File: src/rtl/mem_defs.sv
// Shared encodings for the memory stage: instruction kind, access size, FSM state,
// plus lane helpers for big-endian byte enables and store replication.
package mem_defs;
  typedef enum logic [1:0] {KIND_ALU = 2'd0, KIND_LOAD = 2'd1, KIND_STORE = 2'd2, KIND_RSVD = 2'd3} kind_t;
  typedef enum logic [1:0] {SIZE_B = 2'd0, SIZE_H = 2'd1, SIZE_W = 2'd2, SIZE_RSVD = 2'd3} size_t;
  typedef enum logic [1:0] {ST_IDLE = 2'd0, ST_REQ = 2'd1, ST_WAIT = 2'd2, ST_RESP = 2'd3} state_t;

  // Per-access info latched at accept and needed again when load data returns.
  typedef struct packed {
    size_t      size;
    logic [1:0] off;
    logic       sgn;
    logic       load;
  } acc_t;

  // be[3] covers bits 31:24, the lowest byte address.
  function automatic logic [3:0] lane_be(input size_t sz, input logic [1:0] off);
    case (sz)
      SIZE_B:  lane_be = 4'b1000 >> off;
      SIZE_H:  lane_be = off[1] ? 4'b0011 : 4'b1100;
      default: lane_be = 4'b1111;
    endcase
  endfunction

  function automatic logic [31:0] store_rep(input size_t sz, input logic [31:0] d);
    case (sz)
      SIZE_B:  store_rep = {4{d[7:0]}};
      SIZE_H:  store_rep = {2{d[15:0]}};
      default: store_rep = d;
    endcase
  endfunction
endpackage

File: src/rtl/mem_stage_if.sv
// EX-in, data-memory and writeback signal bundle for mem_stage.
// master = the stage itself, slave = its environment (EX, memory, WB).
interface mem_stage_if #(parameter int AW = 32);
  logic          ex_valid, ex_ready;
  logic [1:0]    ex_kind, ex_size;
  logic          ex_signed;
  logic [31:0]   alu_y, ex_wdata;
  logic [4:0]    ex_rd;
  logic          mem_req, mem_we;
  logic [AW-1:0] mem_addr;
  logic [3:0]    mem_be;
  logic [31:0]   mem_wdata;
  logic          mem_gnt, mem_rvalid;
  logic [31:0]   mem_rdata;
  logic          wb_valid, wb_ready, wb_we;
  logic [4:0]    wb_rd;
  logic [31:0]   wb_data;
  logic          trap;

  modport master (
    input  ex_valid, ex_kind, ex_size, ex_signed, alu_y, ex_wdata, ex_rd,
           mem_gnt, mem_rvalid, mem_rdata, wb_ready,
    output ex_ready, mem_req, mem_we, mem_addr, mem_be, mem_wdata,
           wb_valid, wb_we, wb_rd, wb_data, trap
  );
  modport slave (
    output ex_valid, ex_kind, ex_size, ex_signed, alu_y, ex_wdata, ex_rd,
           mem_gnt, mem_rvalid, mem_rdata, wb_ready,
    input  ex_ready, mem_req, mem_we, mem_addr, mem_be, mem_wdata,
           wb_valid, wb_we, wb_rd, wb_data, trap
  );
endinterface

File: src/rtl/mem_stage_load_align.sv
// load_align: picks the big-endian lane out of a load word and sign/zero-extends it.
module load_align
  import mem_defs::*;
(
  input  logic [31:0] rdata,
  input  logic [1:0]  addr,
  input  logic [1:0]  size,
  input  logic        sgn,
  output logic [31:0] data
);
  logic [3:0][7:0]  lanes;
  logic [1:0][15:0] halves;
  logic [7:0]       b;
  logic [15:0]      h;

  assign lanes  = rdata;
  assign halves = rdata;
  // Lowest address sits in the top lane, so the lane index is the inverted offset.
  assign b = lanes[~addr];
  assign h = halves[~addr[1]];

  always_comb begin
    case (size_t'(size))
      SIZE_B:  data = {{24{sgn & b[7]}}, b};
      SIZE_H:  data = {{16{sgn & h[15]}}, h};
      default: data = rdata;
    endcase
  end
endmodule

File: src/rtl/mem_stage.sv
// mem_stage: byte/half/word load-store stage between ALU and writeback.
// Optional MEM_MISALIGN_TRAP_EN traps misaligned accesses instead of force-aligning them.
module mem_stage
  import mem_defs::*;
#(
  parameter int AW        = 32,
  parameter int TO_CYCLES = 64
) (
  input logic         clk,
  input logic         rst,
  mem_stage_if.master bus
);
  localparam int TW = (TO_CYCLES > 0) ? $clog2(TO_CYCLES + 1) : 1;
`ifdef MEM_MISALIGN_TRAP_EN
  localparam bit MIS_TRAP = 1'b1;
`else
  localparam bit MIS_TRAP = 1'b0;
`endif

  state_t        st;
  acc_t          acc;
  logic [TW-1:0] to_cnt;
  logic          to_hit, rdy, is_mem, mis;
  size_t         sz;
  kind_t         kd;
  logic [AW-1:0] a;
  logic [1:0]    off;
  logic [31:0]   ld_data;

  assign rdy          = (st == ST_IDLE) && !bus.wb_valid;
  assign bus.ex_ready = rdy;
  assign to_hit       = (TO_CYCLES > 0) && (to_cnt == TW'(TO_CYCLES - 1));

  // Decode size/offset; without the trap option, misaligned low bits are simply cleared.
  always_comb begin
    sz     = size_t'(bus.ex_size);
    kd     = kind_t'(bus.ex_kind);
    is_mem = (kd == KIND_LOAD) || (kd == KIND_STORE);
    a      = bus.alu_y[AW-1:0];
    mis    = 1'b0;
    off    = a[1:0];
    case (sz)
      SIZE_B:  ;
      SIZE_H:  begin mis = a[0];  off = {a[1], 1'b0}; end
      default: begin mis = |a[1:0]; off = 2'b00; end
    endcase
  end

  load_align u_align (
    .rdata (bus.mem_rdata),
    .addr  (acc.off),
    .size  (acc.size),
    .sgn   (acc.sgn),
    .data  (ld_data)
  );

  always_ff @(posedge clk) begin
    if (rst) begin
      st            <= ST_IDLE;
      acc           <= '0;
      to_cnt        <= '0;
      bus.mem_req   <= 1'b0;
      bus.mem_we    <= 1'b0;
      bus.mem_addr  <= '0;
      bus.mem_be    <= '0;
      bus.mem_wdata <= '0;
      bus.wb_valid  <= 1'b0;
      bus.wb_we     <= 1'b0;
      bus.wb_rd     <= '0;
      bus.wb_data   <= '0;
      bus.trap      <= 1'b0;
    end else begin
      case (st)
        ST_IDLE: if (bus.ex_valid && rdy) begin
          to_cnt      <= '0;
          bus.wb_rd   <= bus.ex_rd;
          bus.wb_data <= bus.alu_y;
          acc         <= '{size: sz, off: off, sgn: bus.ex_signed, load: (kd == KIND_LOAD)};
          if (is_mem && !(mis && MIS_TRAP)) begin
            st            <= ST_REQ;
            bus.mem_req   <= 1'b1;
            bus.mem_we    <= (kd == KIND_STORE);
            bus.mem_addr  <= {a[AW-1:2], 2'b00};
            bus.mem_be    <= lane_be(sz, off);
            bus.mem_wdata <= store_rep(sz, bus.ex_wdata);
          end else begin
            // ALU-only result, or a misaligned access trapped without touching memory.
            st           <= ST_RESP;
            bus.wb_valid <= 1'b1;
            bus.wb_we    <= !is_mem;
            bus.trap     <= is_mem;
          end
        end
        ST_REQ: begin
          if (bus.mem_gnt) begin
            bus.mem_req <= 1'b0;
            to_cnt      <= '0;
            if (acc.load) st <= ST_WAIT;
            else begin
              st           <= ST_RESP;
              bus.wb_valid <= 1'b1;
              bus.wb_we    <= 1'b0;
              bus.trap     <= 1'b0;
            end
          end else if (to_hit) begin
            bus.mem_req  <= 1'b0;
            st           <= ST_RESP;
            bus.wb_valid <= 1'b1;
            bus.wb_we    <= 1'b0;
            bus.trap     <= 1'b1;
          end else to_cnt <= to_cnt + 1'b1;
        end
        ST_WAIT: begin
          if (bus.mem_rvalid) begin
            st           <= ST_RESP;
            bus.wb_valid <= 1'b1;
            bus.wb_we    <= 1'b1;
            bus.wb_data  <= ld_data;
            bus.trap     <= 1'b0;
          end else if (to_hit) begin
            st           <= ST_RESP;
            bus.wb_valid <= 1'b1;
            bus.wb_we    <= 1'b0;
            bus.trap     <= 1'b1;
          end else to_cnt <= to_cnt + 1'b1;
        end
        ST_RESP: if (bus.wb_ready) begin
          st           <= ST_IDLE;
          bus.wb_valid <= 1'b0;
          bus.wb_we    <= 1'b0;
          bus.trap     <= 1'b0;
        end
        default: st <= ST_IDLE;
      endcase
    end
  end
endmodule

File: src/flat_wrapper.sv
// flat-port wrapper written by rule: the top's interface ports become plain ports
module mem_stage_flat import mem_defs::*;
#(
  parameter int AW        = 32,
  parameter int TO_CYCLES = 64
)
  (clk, rst, bus_ex_valid, bus_ex_kind, bus_ex_size, bus_ex_signed, bus_alu_y, bus_ex_wdata, bus_ex_rd, bus_mem_gnt, bus_mem_rvalid, bus_mem_rdata, bus_wb_ready, bus_ex_ready, bus_mem_req, bus_mem_we, bus_mem_addr, bus_mem_be, bus_mem_wdata, bus_wb_valid, bus_wb_we, bus_wb_rd, bus_wb_data, bus_trap);
  mem_stage_if #(.AW(AW)) bus_i ();
  input logic clk;
  input logic rst;
  input wire logic [$bits(bus_i.ex_valid)-1:0] bus_ex_valid;
  input wire logic [$bits(bus_i.ex_kind)-1:0] bus_ex_kind;
  input wire logic [$bits(bus_i.ex_size)-1:0] bus_ex_size;
  input wire logic [$bits(bus_i.ex_signed)-1:0] bus_ex_signed;
  input wire logic [$bits(bus_i.alu_y)-1:0] bus_alu_y;
  input wire logic [$bits(bus_i.ex_wdata)-1:0] bus_ex_wdata;
  input wire logic [$bits(bus_i.ex_rd)-1:0] bus_ex_rd;
  input wire logic [$bits(bus_i.mem_gnt)-1:0] bus_mem_gnt;
  input wire logic [$bits(bus_i.mem_rvalid)-1:0] bus_mem_rvalid;
  input wire logic [$bits(bus_i.mem_rdata)-1:0] bus_mem_rdata;
  input wire logic [$bits(bus_i.wb_ready)-1:0] bus_wb_ready;
  output wire logic [$bits(bus_i.ex_ready)-1:0] bus_ex_ready;
  output wire logic [$bits(bus_i.mem_req)-1:0] bus_mem_req;
  output wire logic [$bits(bus_i.mem_we)-1:0] bus_mem_we;
  output wire logic [$bits(bus_i.mem_addr)-1:0] bus_mem_addr;
  output wire logic [$bits(bus_i.mem_be)-1:0] bus_mem_be;
  output wire logic [$bits(bus_i.mem_wdata)-1:0] bus_mem_wdata;
  output wire logic [$bits(bus_i.wb_valid)-1:0] bus_wb_valid;
  output wire logic [$bits(bus_i.wb_we)-1:0] bus_wb_we;
  output wire logic [$bits(bus_i.wb_rd)-1:0] bus_wb_rd;
  output wire logic [$bits(bus_i.wb_data)-1:0] bus_wb_data;
  output wire logic [$bits(bus_i.trap)-1:0] bus_trap;
  assign bus_i.ex_valid = bus_ex_valid;
  assign bus_i.ex_kind = bus_ex_kind;
  assign bus_i.ex_size = bus_ex_size;
  assign bus_i.ex_signed = bus_ex_signed;
  assign bus_i.alu_y = bus_alu_y;
  assign bus_i.ex_wdata = bus_ex_wdata;
  assign bus_i.ex_rd = bus_ex_rd;
  assign bus_i.mem_gnt = bus_mem_gnt;
  assign bus_i.mem_rvalid = bus_mem_rvalid;
  assign bus_i.mem_rdata = bus_mem_rdata;
  assign bus_i.wb_ready = bus_wb_ready;
  assign bus_ex_ready = bus_i.ex_ready;
  assign bus_mem_req = bus_i.mem_req;
  assign bus_mem_we = bus_i.mem_we;
  assign bus_mem_addr = bus_i.mem_addr;
  assign bus_mem_be = bus_i.mem_be;
  assign bus_mem_wdata = bus_i.mem_wdata;
  assign bus_wb_valid = bus_i.wb_valid;
  assign bus_wb_we = bus_i.wb_we;
  assign bus_wb_rd = bus_i.wb_rd;
  assign bus_wb_data = bus_i.wb_data;
  assign bus_trap = bus_i.trap;
  mem_stage #(.AW(AW), .TO_CYCLES(TO_CYCLES)) u_core (.clk(clk), .rst(rst), .bus(bus_i));
endmodule
File: config.mk
export PLATFORM = sky130hd
export DESIGN_NAME = mem_stage_flat
export DESIGN_NICKNAME = d
export VERILOG_FILES = /design/src/rtl/mem_defs.sv /design/src/rtl/mem_stage_if.sv /design/src/rtl/mem_stage_load_align.sv /design/src/rtl/mem_stage.sv /design/src/flat_wrapper.sv
export SDC_FILE = /design/constraint.sdc
export NUM_CORES = 1
export LEC_CHECK = 0
export BUFFER_PORTS_ARGS = -buffer_cell sky130_fd_sc_hd__buf_2
export CAP_MARGIN = 20
export CORE_ASPECT_RATIO = 0.8
export CORE_MARGIN = 2
export CORE_UTILIZATION = 35
export CTS_BUF_LIST = sky130_fd_sc_hd__clkbuf_4 sky130_fd_sc_hd__clkbuf_8
export CTS_CLUSTER_DIAMETER = 100
export CTS_CLUSTER_SIZE = 30
export DETAILED_ROUTE_END_ITERATION = 8
export SYNTH_ARGS = -nofsm -noshare
export SYNTH_HDL_FRONTEND = slang
export SYNTH_SLANG_ARGS = --single-unit
File: constraint.sdc
create_clock -name clk -period 2.2 [get_ports clk]
set_input_delay 0.33 -clock clk [delete_from_list [all_inputs] [get_ports clk]]
set_output_delay 0.33 -clock clk [all_outputs]
set_load 0.005 [all_outputs]
; ---- Yosys cells after proc, flatten, opt, wreduce, memory -nomap -nowiden
; Cells that the tools add are included.
[totals]
rom_bits = 0
ff_bits = 123
output_inout_bits = 111
mem_bits_rw = 0
latchBits = 0
word_cells = 109
n_memories = 0
[op_classes]
n_lt_le_gt_ge = 2
n_eq_ne = 16
bitwise_logic = 4
shift = 1
n_div = 0
addsub = 1
n_mux = 51
n_reduce_logical = 18
n_mul = 0
[op_table]
columns = op, n
row1 = 32-bit one-hot mux with 2 select lines, 3
row2 = 32-bit two-way mux, 2
row3 = 16-bit two-way mux, 2
row4 = 7-bit two-way mux, 4
row5 = 1-bit two-way mux, 23
row6 = 7-bit one-hot mux with 3 select lines, 1
row7 = 8-bit binary-select mux with 2-bit select, 1
row8 = 2-bit two-way mux, 6
row9 = 1-bit one-hot mux with 4 select lines, 3
row10 = 2-bit inequality test (second input constant), 5
row11 = 3-bit AND reduction, 3
row12 = 2-bit by 1-bit equality test with 1-bit output (second input constant), 4
row13 = 8-bit two-way mux, 1
row14 = 2-bit one-hot mux with 4 select lines, 1
row15 = 4-bit one-hot mux with 2 select lines, 1
row16 = 4-bit AND reduction, 2
row17 = 7-bit by 1-bit adder with 7-bit output (second input constant), 1
row18 = 7-bit by 6-bit equality test with 1-bit output (second input constant), 1
row19 = 2-bit equality test (second input constant), 3
row20 = 2-bit zero test, 3
row21 = 4-bit two-way mux, 1
row22 = 2-bit one-hot mux with 2 select lines, 1
row23 = 2-bit AND reduction, 2
row24 = 2-bit nonzero test, 2
row25 = 14 further kinds, 17

; ---- Depth between registers and ports, before layout
; Gate-level depths: netlist (run 1).
[logic_depth]
word_depth = 7
mapped_depth = 9

; ---- Cells and area by module
; Synthesis (run 1) repeated with hierarchy kept, for this count alone.
[hier_totals]
hier_cells = 732
area_unflattened_um2 = 6095.8
[by_module_without_submodules]
columns = module, instances, seq_area_each_um2, cells_each, area_per_inst_um2
row1 = mem_stage, 1, 2462.4, 626, 5297.6
row2 = load_align, 1, 0.0, 106, 798.3

; ---- Least setup slack after synthesis (run 1)
; OpenSTA, ideal clock, no wires.
[synth_path]
kind = flip-flop to flip-flop
from = reg u_core.st[0]
to = reg u_core.bus.wb_data[16] in the netlist's numbering
setup_slack_ns = 0.315
path_buffers = 3
setup_ns = 0.087
arrival_time_ns = 1.798
path_stages_with_launch = 10
synth_period_minus_slack_ns = 1.885
required_time_ns = 2.113
cell_sequence = dfxtp_1 -> inv_1 -> ha_1 -> buf_2 -> mux2i_1 -> a21oi_2 -> nand2b_1 -> clkbuf_1 -> buf_2 -> o31ai_1
[synth_between]
elab_chain_len = 5
word_cells_on_any_way = 9
[synth_rtl]
columns = element, line
row1 = start: declaration, mem_stage.sv:20  ; state_t st;
row2 = start signal: assignment, mem_stage.sv:59  ; st <= ST_IDLE;
row3 = start signal: assignment, mem_stage.sv:80  ; st <= ST_REQ;
row4 = start signal: assignment, mem_stage.sv:88  ; st <= ST_RESP;
row5 = 2-bit zero test, "mem_stage.sv:30, mem_stage.sv:73"
row6 = 1-bit logical AND, mem_stage.sv:30  ; assign rdy = (st == ST_IDLE) && !bus.wb_valid;
row7 = 1-bit logical AND, mem_stage.sv:74  ; ST_IDLE: if (bus.ex_valid && rdy) begin
row8 = 2-bit inequality test (no line), n/a
row9 = 3-bit AND reduction (no line), n/a
row10 = end signal: assignment, mem_stage.sv:77  ; bus.wb_data <= bus.alu_y;
row11 = end signal: assignment, mem_stage.sv:118  ; bus.wb_data <= ld_data;
row12 = end: declaration, mem_stage_if.sv:24  ; wb_valid, wb_we, wb_rd, wb_data, trap
; Parallel ways exist; a longest one is shown, timed or not.
; A chain may end at the register's enable or synchronous reset.

; ---- Worst setup path after layout (run 1)
[layout_path]
from = reg u_core.st[0]
to = out bus_ex_ready
[layout_between]
elab_chain_len = 2
[layout_rtl]
columns = element, line
row1 = 2-bit zero test, mem_stage.sv:30
row2 = 1-bit logical AND, mem_stage.sv:30
row3 = end: declaration, flat_wrapper.sv:22  ; output wire logic [$bits(bus_i.ex_ready)-1:0] bus_ex_ready;
; Every way passes these cells.

==> results of run 1 <==
cell type report:
class / instances / area [um^2]
clock buffer: 18 / 241
clock inverter: 14 / 139
fill: 1773 / 9300
inverter: 11 / 41.3
multi-input combinational: 560 / 3310
sequential: 123 / 2460
tap: 225 / 282
timing repair buffer: 249 / 1380
power by group through the flow:
stage / Combinational (mW) / Clock (mW) / Sequential [mW]
finish: 3.59 / 1.98 / 3.09
global route: 3.97 / 2.13 / 3.16
CTS: 3.56 / 2.01 / 3.09
detailed placement: 3.54 / 0 / 3.14
global placement: 3.53 / 0 / 3.14
floorplan: 2.09 / 0 / 3.12
worst paths after layout:
path	slack, ns	to	cells past startpoint	startpoint
worst max-delay path	0.15	bus_ex_ready	5	u_core.st[0]
worst min-delay path	0.11	u_core.bus.wb_rd[1]	3	bus_ex_rd[1]
worst max register to register	0.22	u_core.bus.wb_valid	6	u_core.st[1]
worst min register to register	0.45	u_core.to_cnt[6]	2	u_core.to_cnt[6]
cell usage in the layout, fill, tap and decap left out, types with 5 or more instances in the layout:
cell / n
buf_4: 25
a22oi_1: 7
nand2_1: 171
mux2i_1: 18
a21oi_2: 11
o221ai_1: 7
nand2b_1: 6
o211ai_1: 8
o21ai_0: 37
mux2_2: 15
nor2b_1: 7
a211oi_1: 9
clkbuf_8: 17
o31ai_1: 28
a311oi_1: 11
a21oi_1: 87
nand3b_1: 26
nand3_1: 22
a221oi_1: 17
dfxtp_1: 122
buf_12: 5
buf_2: 219
ha_1: 7
nor2_1: 32
inv_1: 10
kinds of logic (layout without fill, tap and decap cells):
group           Yosys count  count (layout)
compound gates          235             235
fa+ha+maj                 9               9
buf+inv                  77             292
flops                   123             123
mux                      34              34
other cells               1               2
simple gates            280             280
through the flow:
| step | utilization [%] | area [um^2] | worst slack, ns |
|---|---|---|---|
| 2_1_floorplan | - | 6080 | 0.315 |
| 3_3_place_gp | 43.5 | 7470 | 0.275 |
| 3_5_place_dp | 43.5 | 7470 | 0.199 |
| 4_1_cts | 45.8 | 7850 | 0.0940 |
| 5_1_grt | 45.8 | 7870 | 0.0274 |
| 6_report | 45.8 | 7870 | 0.153 |
per-layer routing:
layer  global-route usage [%]  vias to the layer above
met5                        0                        -
met4                     6.13                        0
met3                     9.25                       28
met2                     32.9                      275
met1                     32.3                     2958
li1                         -                     3121
worst max-delay path, cell delays in order (launching register included):
cell	delay (ns)
dfxtp_1	0.35
inv_1	0.17
ha_2	0.31
buf_4	0.19
nor2b_1	0.13
buf_2	0.12
what timing repair did:
action,in CTS,in global routing
hold endpoints to repair,0,0
hold buffers,0,0
gates resized for setup,0,2
setup endpoints to repair,0,2
state kept, by name, indices dropped and copies added, names as in the netlist:
register and count:
u_core.bus.mem_we 1, u_core.bus.mem_req 1, u_core.bus.mem_wdata 32, u_core.acc 6
u_core.bus.wb_valid 1, u_core.bus.mem_addr 30, u_core.st 2, u_core.bus.wb_rd 5
u_core.to_cnt 7, u_core.bus.trap 1, u_core.bus.wb_we 1, u_core.bus.wb_data 32
u_core.bus.mem_be 4
==> metrics.txt, run 1 <==
# TYPE chip_impl_metric gauge
chip_impl_metric{name="power.internal",unit="mW"} 5.18
chip_impl_metric{name="placed_cells_incl_taps",unit=""} 1168
chip_impl_metric{name="floorplan.die.height",unit="um"} 122
chip_impl_metric{name="clock_network_latency_to_the_later_pin_of_the_worst_skew_pair",unit="ns"} 0.46
chip_impl_metric{name="total_power",unit="mW"} 8.66
chip_impl_metric{name="synthAdderAreaFrac",unit="%"} 1.85
chip_impl_metric{name="tns",unit="ns"} 0
chip_impl_info{name="yosys.cell_count.top_type",value="nand2_1"} 1
chip_impl_metric{name="clock_sinks",unit=""} 123
chip_impl_metric{name="detail_route.wl_per_cell",unit="um"} 17.8
chip_impl_metric{name="fp-row-count",unit=""} 43
chip_impl_metric{name="grt_start_max_net_pins",unit=""} 53
chip_impl_info{name="status",value="finished clean"} 1
chip_impl_metric{name="netlist_instances",unit=""} 759
chip_impl_info{name="synth_top_flop_cell",value="dfxtp_1"} 1
chip_impl_metric{name="synth.cell_area",unit="mm^2"} 0.00607
chip_impl_metric{name="global_route_wire_length_before_repair",unit="mm"} 32.6
chip_impl_metric{name="routed-wl-met2",unit="mm"} 8.98
chip_impl_metric{name="grt_overflow_total",unit=""} 0
chip_impl_metric{name="cts_made_buffers",unit=""} 17
chip_impl_metric{name="initial_drt_markers",unit=""} 574
chip_impl_info{name="dominant_combinational_cell_family_by_area_after_synthesis",value="compound AO/OA/AOI/OAI gates"} 1
chip_impl_metric{name="synth_compound_gate_area_share",unit="%"} 25.5
chip_impl_metric{name="power_frac_clock",unit="%"} 22.8
chip_impl_metric{name="detailroute.wirelength.met3",unit="mm"} 2.34
chip_impl_metric{name="number_of_flops_mapped_to_enable_cells_by_yosys",unit=""} 0
chip_impl_metric{name="die_w",unit="um"} 151
chip_impl_metric{name="detailed_place_hpwl",unit="mm"} 15.7
chip_impl_metric{name="ant_nets",unit=""} 0
chip_impl_metric{name="globalRouteTotalUtil",unit="%"} 23.1
chip_impl_metric{name="clk_path_buf_depth",unit=""} 2
chip_impl_metric{name="static-leakage-power",unit="nW"} 3.29
chip_impl_metric{name="core_region_area",unit="mm^2"} 0.0172
chip_impl_metric{name="syn2layout_area_growth",unit="%"} 29.5
chip_impl_metric{name="drt_wl_total",unit="mm"} 21.4
chip_impl_metric{name="floorplan.die_area",unit="mm^2"} 0.0184
chip_impl_metric{name="synth_async_sr_flop_share",unit="%"} 0
chip_impl_metric{name="met1_length",unit="mm"} 9.73
chip_impl_metric{name="p_seq_share",unit="%"} 35.7
chip_impl_metric{name="number_of_search_and_repair_iterations_in_the_first_detailed_routing_pass",unit=""} 8
chip_impl_metric{name="muxShareOfSynthArea",unit="%"} 6.12
chip_impl_metric{name="power.share.switching",unit="%"} 40.1
chip_impl_metric{name="post_cts_buffers",unit=""} 0
chip_impl_metric{name="fin_crit_sh",unit="%"} 93.1
chip_impl_metric{name="routed-via-count",unit=""} 6382
chip_impl_metric{name="antenna_found_initial",unit=""} 0
chip_impl_info{name="criticalPathCategory",value="reg -> out"} 1
chip_impl_metric{name="synth_simple_gate_area_share",unit="%"} 20.5
chip_impl_metric{name="number_of_remaining_drc_errors",unit=""} 0
chip_impl_metric{name="netlist.area_leader.share",unit="%"} 40.5
chip_impl_metric{name="seq_area_frac_synth",unit="%"} 40.5
chip_impl_metric{name="place.gp.congestion",unit=""} 0.830
chip_impl_metric{name="fin_nets",unit=""} 1083
chip_impl_info{name="tritoncts",value="done"} 1
chip_impl_metric{name="port_buffers",unit=""} 220
chip_impl_metric{name="power.switching",unit="mW"} 3.47
chip_impl_metric{name="final_max_slew_viol_count",unit=""} 0
chip_impl_metric{name="fin_worst_hold_slack",unit="ns"} 0.110
chip_impl_metric{name="via_per_inst",unit=""} 5.32
chip_impl_info{name="rsz0062_at_grt",value="false"} 1
chip_impl_metric{name="pwr_density_cell",unit="mW/mm^2"} 1100
chip_impl_info{name="yosys-top-cells-area",value="dfxtp_1, nand2_1, a21oi_1, o31ai_1, nand3b_1"} 1
chip_impl_metric{name="final.min_clock_period",unit="ns"} 2.05
chip_impl_metric{name="num_io_pins",unit=""} 223
chip_impl_info{name="hp-class",value="in -> reg"} 1
chip_impl_metric{name="timing.critical_path.required",unit="ns"} 1.87
chip_impl_metric{name="timing.max_cap.violations",unit=""} 0
chip_impl_metric{name="final_cells",unit=""} 1200
chip_impl_metric{name="cp_max_fo",unit=""} 9
chip_impl_metric{name="yosys_register_bits",unit=""} 123
chip_impl_info{name="max_used_layer",value="met4"} 1
chip_impl_metric{name="comb_power_share",unit="%"} 41.5
chip_impl_info{name="synthDominantAreaCellType",value="dfxtp_1"} 1
chip_impl_metric{name="hold_vio_cnt_final",unit=""} 0
chip_impl_metric{name="max_freq",unit="MHz"} 488
chip_impl_metric{name="netlist-cell-type-count",unit=""} 47
chip_impl_metric{name="arrival",unit="ns"} 1.72
chip_impl_metric{name="drive_above_1_share",unit="%"} 32.3
chip_impl_info{name="critPathLaunchType",value="flop"} 1
chip_impl_metric{name="grt_pass1_vias",unit=""} 5869
chip_impl_info{name="critical_path.endpoint_type",value="primary output"} 1
chip_impl_metric{name="cts_htree_levels",unit=""} 4
chip_impl_metric{name="synthXorXnorAreaFrac",unit="%"} 0
chip_impl_metric{name="final-setup-viol-count",unit=""} 0
chip_impl_metric{name="clock_skew",unit="ns"} 0.0117
chip_impl_metric{name="clk_pin_slew",unit="ns"} 0.08
chip_impl_metric{name="start_util",unit="%"} 35.4
chip_impl_metric{name="num_antenna_cells",unit=""} 0
chip_impl_metric{name="vdd_drop_max",unit="mV"} 0.501
chip_impl_info{name="synth_commonest_cells",value="nand2_1, dfxtp_1, a21oi_1, clkbuf_1, o21ai_0"} 1
chip_impl_metric{name="post_synth.cell_area_avg",unit="um^2"} 8.00
chip_impl_metric{name="yosys_warnings",unit=""} 0
chip_impl_info{name="clockRootBuffer",value="clkbuf_8"} 1
Note: power is estimated with default switching activity, not from simulation.
==> run 2: changes to the inputs <==
--- a/config.mk
+++ b/config.mk
@@ -14,6 +14,7 @@
 export CTS_CLUSTER_DIAMETER = 100
 export CTS_CLUSTER_SIZE = 30
 export DETAILED_ROUTE_END_ITERATION = 8
+export RECOVER_POWER = 25
 export SYNTH_ARGS = -nofsm -noshare
 export SYNTH_HDL_FRONTEND = slang
 export SYNTH_SLANG_ARGS = --single-unit
==> run 2 against run 1 <==
Final area decreased by 0.60%. Global-route usage stayed put. Non-clock buffer count unchanged. First-iteration DRC count grew 3.8%.
==> metrics.txt, run 2 (synthesis gave the netlist of run 1 again) <==
# TYPE chip_impl_metric gauge
chip_impl_metric{name="fin_nets",unit=""} 1083
chip_impl_metric{name="number_of_search_and_repair_iterations_in_the_first_detailed_routing_pass",unit=""} 7
chip_impl_metric{name="globalRouteTotalUtil",unit="%"} 23.1
chip_impl_metric{name="tns",unit="ns"} 0
chip_impl_metric{name="num_antenna_cells",unit=""} 0
chip_impl_metric{name="final_max_slew_viol_count",unit=""} 0
chip_impl_info{name="worstHoldStart",value="bus_ex_rd[1]"} 1
chip_impl_metric{name="total_power",unit="mW"} 8.63
chip_impl_metric{name="drive_above_1_share",unit="%"} 28.4
chip_impl_metric{name="pwr_density_cell",unit="mW/mm^2"} 1100
chip_impl_metric{name="grt_overflow_total",unit=""} 0
chip_impl_info{name="criticalPathCategory",value="reg -> out"} 1
chip_impl_info{name="critical_path.endpoint_type",value="primary output"} 1
chip_impl_metric{name="static-leakage-power",unit="nW"} 3.13
chip_impl_info{name="clockRootBuffer",value="clkbuf_8"} 1
chip_impl_metric{name="floorplan.die_area",unit="mm^2"} 0.0184
chip_impl_metric{name="clock_skew",unit="ns"} 0.0121
chip_impl_metric{name="number_of_remaining_drc_errors",unit=""} 0
chip_impl_metric{name="fp-row-count",unit=""} 43
chip_impl_metric{name="detailed_place_hpwl",unit="mm"} 15.7
chip_impl_metric{name="via_per_inst",unit=""} 5.31
chip_impl_metric{name="arrival",unit="ns"} 1.73
chip_impl_metric{name="rrSetupSlack",unit="ns"} 0.23
chip_impl_info{name="rsz0062_at_grt",value="false"} 1
chip_impl_metric{name="port_buffers",unit=""} 220
chip_impl_metric{name="fill_cells",unit=""} 1787
chip_impl_metric{name="power.share.switching",unit="%"} 40.4
chip_impl_metric{name="syn2layout_area_growth",unit="%"} 28.7
chip_impl_info{name="tritoncts",value="done"} 1
chip_impl_info{name="status",value="finished clean"} 1
chip_impl_metric{name="timing.max_cap.violations",unit=""} 0
chip_impl_info{name="critical_path.endpoint",value="bus_ex_ready"} 1
chip_impl_metric{name="clock_network_latency_to_the_later_pin_of_the_worst_skew_pair",unit="ns"} 0.46
chip_impl_metric{name="clk_path_buf_depth",unit=""} 2
chip_impl_metric{name="cts_made_buffers",unit=""} 17
chip_impl_metric{name="global_route_wire_length_before_repair",unit="mm"} 32.6
chip_impl_metric{name="clk_pin_slew",unit="ns"} 0.08
chip_impl_metric{name="cp_max_fo",unit=""} 9
chip_impl_metric{name="power_frac_clock",unit="%"} 22.9
chip_impl_metric{name="ant_nets",unit=""} 0
chip_impl_metric{name="final.min_clock_period",unit="ns"} 2.06
chip_impl_info{name="critPathLaunch",value="u_core.st[0]"} 1
chip_impl_metric{name="antenna_found_initial",unit=""} 0
chip_impl_metric{name="detail_route.wl_per_cell",unit="um"} 17.8
chip_impl_metric{name="floorplan.die.height",unit="um"} 122
chip_impl_metric{name="die_w",unit="um"} 151
chip_impl_info{name="hp-class",value="in -> reg"} 1
chip_impl_metric{name="clock_sinks",unit=""} 123
chip_impl_metric{name="num_io_pins",unit=""} 223
chip_impl_metric{name="start_util",unit="%"} 35.4
chip_impl_info{name="critPathLaunchType",value="flop"} 1
chip_impl_metric{name="grt_pass1_vias",unit=""} 5869
chip_impl_metric{name="final-setup-viol-count",unit=""} 0
chip_impl_metric{name="hold_vio_cnt_final",unit=""} 0
chip_impl_info{name="rr_startpoint",value="u_core.st[1]"} 1
chip_impl_metric{name="vdd_drop_max",unit="mV"} 0.508
chip_impl_metric{name="ff_latch_area",unit="mm^2"} 0.00246
chip_impl_metric{name="max_freq",unit="MHz"} 487
chip_impl_info{name="final_cell_mix",value="buf_2, nand2_1, dfxtp_1"} 1
chip_impl_metric{name="fin_crit_sh",unit="%"} 93.4
chip_impl_metric{name="timing.critical_path.required",unit="ns"} 1.87
chip_impl_info{name="top_regs",value="u_core.bus.mem_wdata x32, u_core.bus.wb_data x32, u_core.bus.mem_addr x30"} 1
chip_impl_metric{name="core_region_area",unit="mm^2"} 0.0172
chip_impl_metric{name="multiInputGateArea",unit="mm^2"} 0.00331
chip_impl_info{name="crit-reg2reg-capture",value="u_core.bus.wb_valid"} 1
chip_impl_metric{name="initial_drt_markers",unit=""} 596
chip_impl_metric{name="grt_start_max_net_pins",unit=""} 53
chip_impl_metric{name="cts_htree_levels",unit=""} 4
chip_impl_metric{name="ff2ff_path_depth",unit=""} 6
chip_impl_metric{name="power.internal",unit="mW"} 5.14
chip_impl_metric{name="comb_power_share",unit="%"} 41.2
chip_impl_metric{name="place.gp.congestion",unit=""} 0.830
chip_impl_metric{name="routed-via-count",unit=""} 6370
chip_impl_info{name="layout.cells.most_common",value="buf_2"} 1
chip_impl_metric{name="power.switching",unit="mW"} 3.49
chip_impl_metric{name="p_seq_share",unit="%"} 35.9
chip_impl_metric{name="drt_wl_total",unit="mm"} 21.4
[run 2: cell count changes in the layout (fill, tap and decap cells not counted)]
cell / before / now
buf_1: 0 / 1
buf_2: 219 / 181
clkbuf_1: 0 / 37
[run 2: worst min-delay path by stage]
| stage | endpoint | slack [ns] | depth (start not counted) |
|---|---|---|---|
| 2_1_floorplan | u_core.to_cnt[6] | 0.42 | 2 |
| 3_3_place_gp | u_core.to_cnt[6] | 0.44 | 2 |
| 6_report | u_core.bus.wb_rd[1] | 0.11 | 3 |
| 5_1_grt | u_core.bus.wb_rd[0] | 0.07 | 3 |
| 3_5_place_dp | u_core.to_cnt[6] | 0.44 | 2 |
| 4_1_cts | u_core.bus.wb_rd[2] | 0.09 | 3 |
[run 2: timing repair]
action / CTS / global route
buffers inserted: 0 / 0
endpoints found under the setup margin: 0 / 2
resized for setup: 0 / 2
hold buffers: 0 / 0
[run 2: area by class of cell]
type / instances / area share [%]
tap: 225 / 3.60
timing repair buffer: 249 / 17.1
clock buffer: 18 / 3.09
clock inverter: 14 / 1.78
multi-input combinational: 560 / 42.4
sequential: 123 / 31.5
inverter: 11 / 0.528
[run 2: power by group through the flow]
| stage | clock network [mW] | registers [mW] | logic [mW] |
|---|---|---|---|
| floorplan | 0 | 3.12 | 2.09 |
| global route | 2.13 | 3.16 | 3.93 |
| CTS | 2.01 | 3.09 | 3.56 |
| finish | 1.98 | 3.10 | 3.55 |
| detailed placement | 0 | 3.14 | 3.54 |
| global placement | 0 | 3.14 | 3.53 |
[run 2: worst max-delay path, stage by stage (launching register included)]
cell     delay [ns]
dfxtp_1        0.35
inv_1          0.17
ha_2           0.31
buf_4          0.19
nor2b_1        0.13
buf_2          0.12
[run 2: per-layer routing]
layer,GRT usage [%],vias to the layer above,share of wire (%)
met2,32.9,268,42
met1,32.3,2955,46
met5,0,-,0
li1,-,3120,-
met4,6.13,0,1.4
met3,9.25,27,11
[run 2: per-stage QoR]
step                utilization [%]  setup WS (ns)  hold slack (ns)  cells  cell area [um^2]
detailed placement             43.5          0.199            0.437   1168              7470
floorplan                         -          0.315            0.423    760              6080
global route                   45.5         0.0274           0.0729   1200              7820
CTS                            45.8         0.0940           0.0851   1200              7850
finish                         45.5          0.145            0.110   1200              7820
global placement               43.5          0.275            0.436   1168              7470
==> run 3: changes to the inputs <==
--- a/config.mk
+++ b/config.mk
@@ -7,6 +7,8 @@
 export LEC_CHECK = 0
 export BUFFER_PORTS_ARGS = -buffer_cell sky130_fd_sc_hd__buf_2
 export CAP_MARGIN = 20
+export CELL_PAD_IN_SITES_DETAIL_PLACEMENT = 1
+export CELL_PAD_IN_SITES_GLOBAL_PLACEMENT = 1
 export CORE_ASPECT_RATIO = 0.8
 export CORE_MARGIN = 2
 export CORE_UTILIZATION = 35
@@ -14,6 +16,7 @@
 export CTS_CLUSTER_DIAMETER = 100
 export CTS_CLUSTER_SIZE = 30
 export DETAILED_ROUTE_END_ITERATION = 8
+export PLACE_DENSITY_LB_ADDON = 0.1
 export RECOVER_POWER = 25
 export SYNTH_ARGS = -nofsm -noshare
 export SYNTH_HDL_FRONTEND = slang
==> run 3 against run 2 <==
Sequential power about the same. Hold slack improved by 0.015 ns. Largest cell class unchanged. Critical endpoint is now u_core.bus.wb_data[13]. Routed wire length increased by 7.2%.
==> metrics.txt, run 3 (synthesis gave the netlist of run 1 again) <==
# TYPE chip_impl_metric gauge
chip_impl_info{name="status",value="finished clean"} 1
chip_impl_metric{name="drive_above_1_share",unit="%"} 28.7
chip_impl_info{name="final_cell_mix",value="buf_2, nand2_1, dfxtp_1"} 1
chip_impl_metric{name="syn2layout_area_growth",unit="%"} 29.5
chip_impl_metric{name="floorplan.die_area",unit="mm^2"} 0.0184
chip_impl_info{name="critPathLaunchType",value="flop"} 1
chip_impl_metric{name="cts_hold_buf",unit=""} 0
chip_impl_metric{name="max_freq",unit="MHz"} 484
chip_impl_metric{name="clk_pin_slew",unit="ns"} 0.08
chip_impl_metric{name="floorplan.die.height",unit="um"} 122
chip_impl_metric{name="cts_made_buffers",unit=""} 17
chip_impl_metric{name="detailed_place_hpwl",unit="mm"} 16.5
chip_impl_info{name="top_regs",value="u_core.bus.mem_wdata x32, u_core.bus.wb_data x32, u_core.bus.mem_addr x30"} 1
chip_impl_metric{name="num_antenna_cells",unit=""} 0
chip_impl_metric{name="die_w",unit="um"} 151
chip_impl_metric{name="fin_crit_sh",unit="%"} 93.9
chip_impl_metric{name="clk_path_buf_depth",unit=""} 2
chip_impl_metric{name="rrSetupSlack",unit="ns"} 0.13
chip_impl_metric{name="clock_sinks",unit=""} 123
chip_impl_metric{name="start_util",unit="%"} 35.4
chip_impl_metric{name="worstMarginPinSlew",unit="ns"} 0.742
chip_impl_metric{name="whs_path_depth",unit=""} 3
chip_impl_metric{name="initial_drt_markers",unit=""} 317
chip_impl_info{name="criticalPathCategory",value="reg -> reg"} 1
chip_impl_metric{name="timing.critical_path.required",unit="ns"} 2.56
chip_impl_metric{name="clock_network_latency_to_the_later_pin_of_the_worst_skew_pair",unit="ns"} 0.45
chip_impl_metric{name="number_of_remaining_drc_errors",unit=""} 0
chip_impl_metric{name="antenna_found_initial",unit=""} 0
chip_impl_metric{name="place.gp.congestion",unit=""} 0.816
chip_impl_metric{name="fin_nets",unit=""} 1087
chip_impl_metric{name="global_route_wire_length_before_repair",unit="mm"} 35.6
chip_impl_metric{name="final.min_clock_period",unit="ns"} 2.07
chip_impl_info{name="crit-reg2reg-capture",value="u_core.bus.wb_data[13]"} 1
chip_impl_metric{name="utilization",unit="%"} 45.8
chip_impl_info{name="hp-class",value="in -> reg"} 1
chip_impl_metric{name="cp_max_fo",unit=""} 22
chip_impl_info{name="rsz0062_at_grt",value="true"} 1
chip_impl_metric{name="globalRouteTotalUtil",unit="%"} 24.8
chip_impl_metric{name="routed-via-count",unit=""} 6551
chip_impl_metric{name="grt_start_max_net_pins",unit=""} 67
chip_impl_info{name="holdPathEnd",value="u_core.bus.wb_rd[1]"} 1
chip_impl_metric{name="arrival",unit="ns"} 2.42
chip_impl_metric{name="placed_cells_incl_taps",unit=""} 1169
chip_impl_metric{name="fp-row-count",unit=""} 43
chip_impl_info{name="layout.cells.most_common",value="buf_2"} 1
chip_impl_metric{name="grt_overflow_total",unit=""} 0
chip_impl_metric{name="core_region_area",unit="mm^2"} 0.0172
chip_impl_info{name="critical_path.endpoint_type",value="flop"} 1
chip_impl_metric{name="slew_margin_rel",unit="%"} 50.5
chip_impl_metric{name="grt_pass1_vias",unit=""} 6554
chip_impl_metric{name="port_buffers",unit=""} 220
chip_impl_metric{name="hold_vio_cnt_final",unit=""} 0
chip_impl_metric{name="ant_nets",unit=""} 0
chip_impl_metric{name="final-setup-viol-count",unit=""} 0
chip_impl_metric{name="final_cells",unit=""} 1204
chip_impl_metric{name="total_power",unit="mW"} 9.10
chip_impl_metric{name="num_io_pins",unit=""} 223
chip_impl_info{name="tritoncts",value="done"} 1
chip_impl_metric{name="ff2ff_path_depth",unit=""} 7
chip_impl_metric{name="pwr_density_cell",unit="mW/mm^2"} 1160
chip_impl_metric{name="cts_htree_levels",unit=""} 4
chip_impl_metric{name="drt_wl_total",unit="mm"} 22.9
chip_impl_metric{name="number_of_search_and_repair_iterations_in_the_first_detailed_routing_pass",unit=""} 4
chip_impl_metric{name="final_max_slew_viol_count",unit=""} 0
chip_impl_info{name="rr_startpoint",value="u_core.st[0]"} 1
chip_impl_metric{name="tns",unit="ns"} 0
chip_impl_metric{name="detail_route.wl_per_cell",unit="um"} 19.1
chip_impl_info{name="worstHoldStart",value="bus_ex_rd[1]"} 1
chip_impl_metric{name="static-leakage-power",unit="nW"} 3.17
chip_impl_info{name="clockRootBuffer",value="clkbuf_8"} 1
chip_impl_metric{name="timing.max_cap.violations",unit=""} 0
chip_impl_metric{name="via_per_inst",unit=""} 5.44
chip_impl_metric{name="clock_skew",unit="ns"} 0.0180
chip_impl_metric{name="vdd_drop_max",unit="mV"} 0.510
-- run 3: per-layer routing --
metal  vias up  global-route usage [%]  part of all wire, %
met3        33                    6.70                  6.6
met2       182                    38.3                   45
li1       3114                       -                    -
met4         0                    8.41                  1.7
met1      3222                    33.6                   46
met5         -                       0                    0
-- run 3: critical path, cell delays in order (launching register included) --
cell and delay (ns):
dfxtp_1 0.35, inv_1 0.14, ha_2 0.35, mux2i_1 0.30
a21o_1 0.19, buf_4 0.31, nand2_1 0.10, a221oi_1 0.25
-- run 3: how the worst max path moves through the flow --
stage	start	cells past startpoint	slack, ns	endpoint
after floorplan	u_core.st[0]	9	0.31	u_core.bus.wb_data[16]
after global placement	u_core.st[0]	6	0.20	u_core.bus.wb_data[1]
after detailed placement	u_core.st[0]	6	0.12	u_core.bus.wb_data[6]
after CTS	u_core.st[0]	7	0.08	u_core.bus.mem_wdata[8]
after global routing	u_core.st[0]	7	-0.01	u_core.bus.wb_data[14]
final	u_core.st[0]	7	0.13	u_core.bus.wb_data[13]
-- run 3: what timing repair did --
action                     CTS  global route
setup buffers                0             3
resized for setup            0             1
setup endpoints to repair    0            17
-- run 3: area by class of cell --
class / count / area (um^2)
flip-flops and latches: 123 / 2460
clock inverters: 14 / 193
multi-input cells: 560 / 3300
inverters: 11 / 41.3
fillers: 2183 / 9300
repair buffers: 253 / 1340
well taps: 225 / 282
clock buffers: 18 / 241
-- run 3: where the power goes --
part | internal, mW | total (mW) | leakage (nW) | switching (mW)
combinational | 1.49 | 3.75 | 1.95 | 2.26
sequential | 2.76 | 3.09 | 1.00 | 0.333
clock | 1.25 | 2.26 | 0.213 | 1.01
-- run 3: stage by stage --
step / hold WS (ns) / worst slack [ns] / area, um^2
floorplan: 0.423 / 0.315 / 6080
global placement: 0.434 / 0.204 / 7450
detailed placement: 0.448 / 0.120 / 7450
CTS: 0.0943 / 0.0800 / 7890
global route: 0.103 / -0.0122 / 7870
finish: 0.125 / 0.135 / 7870
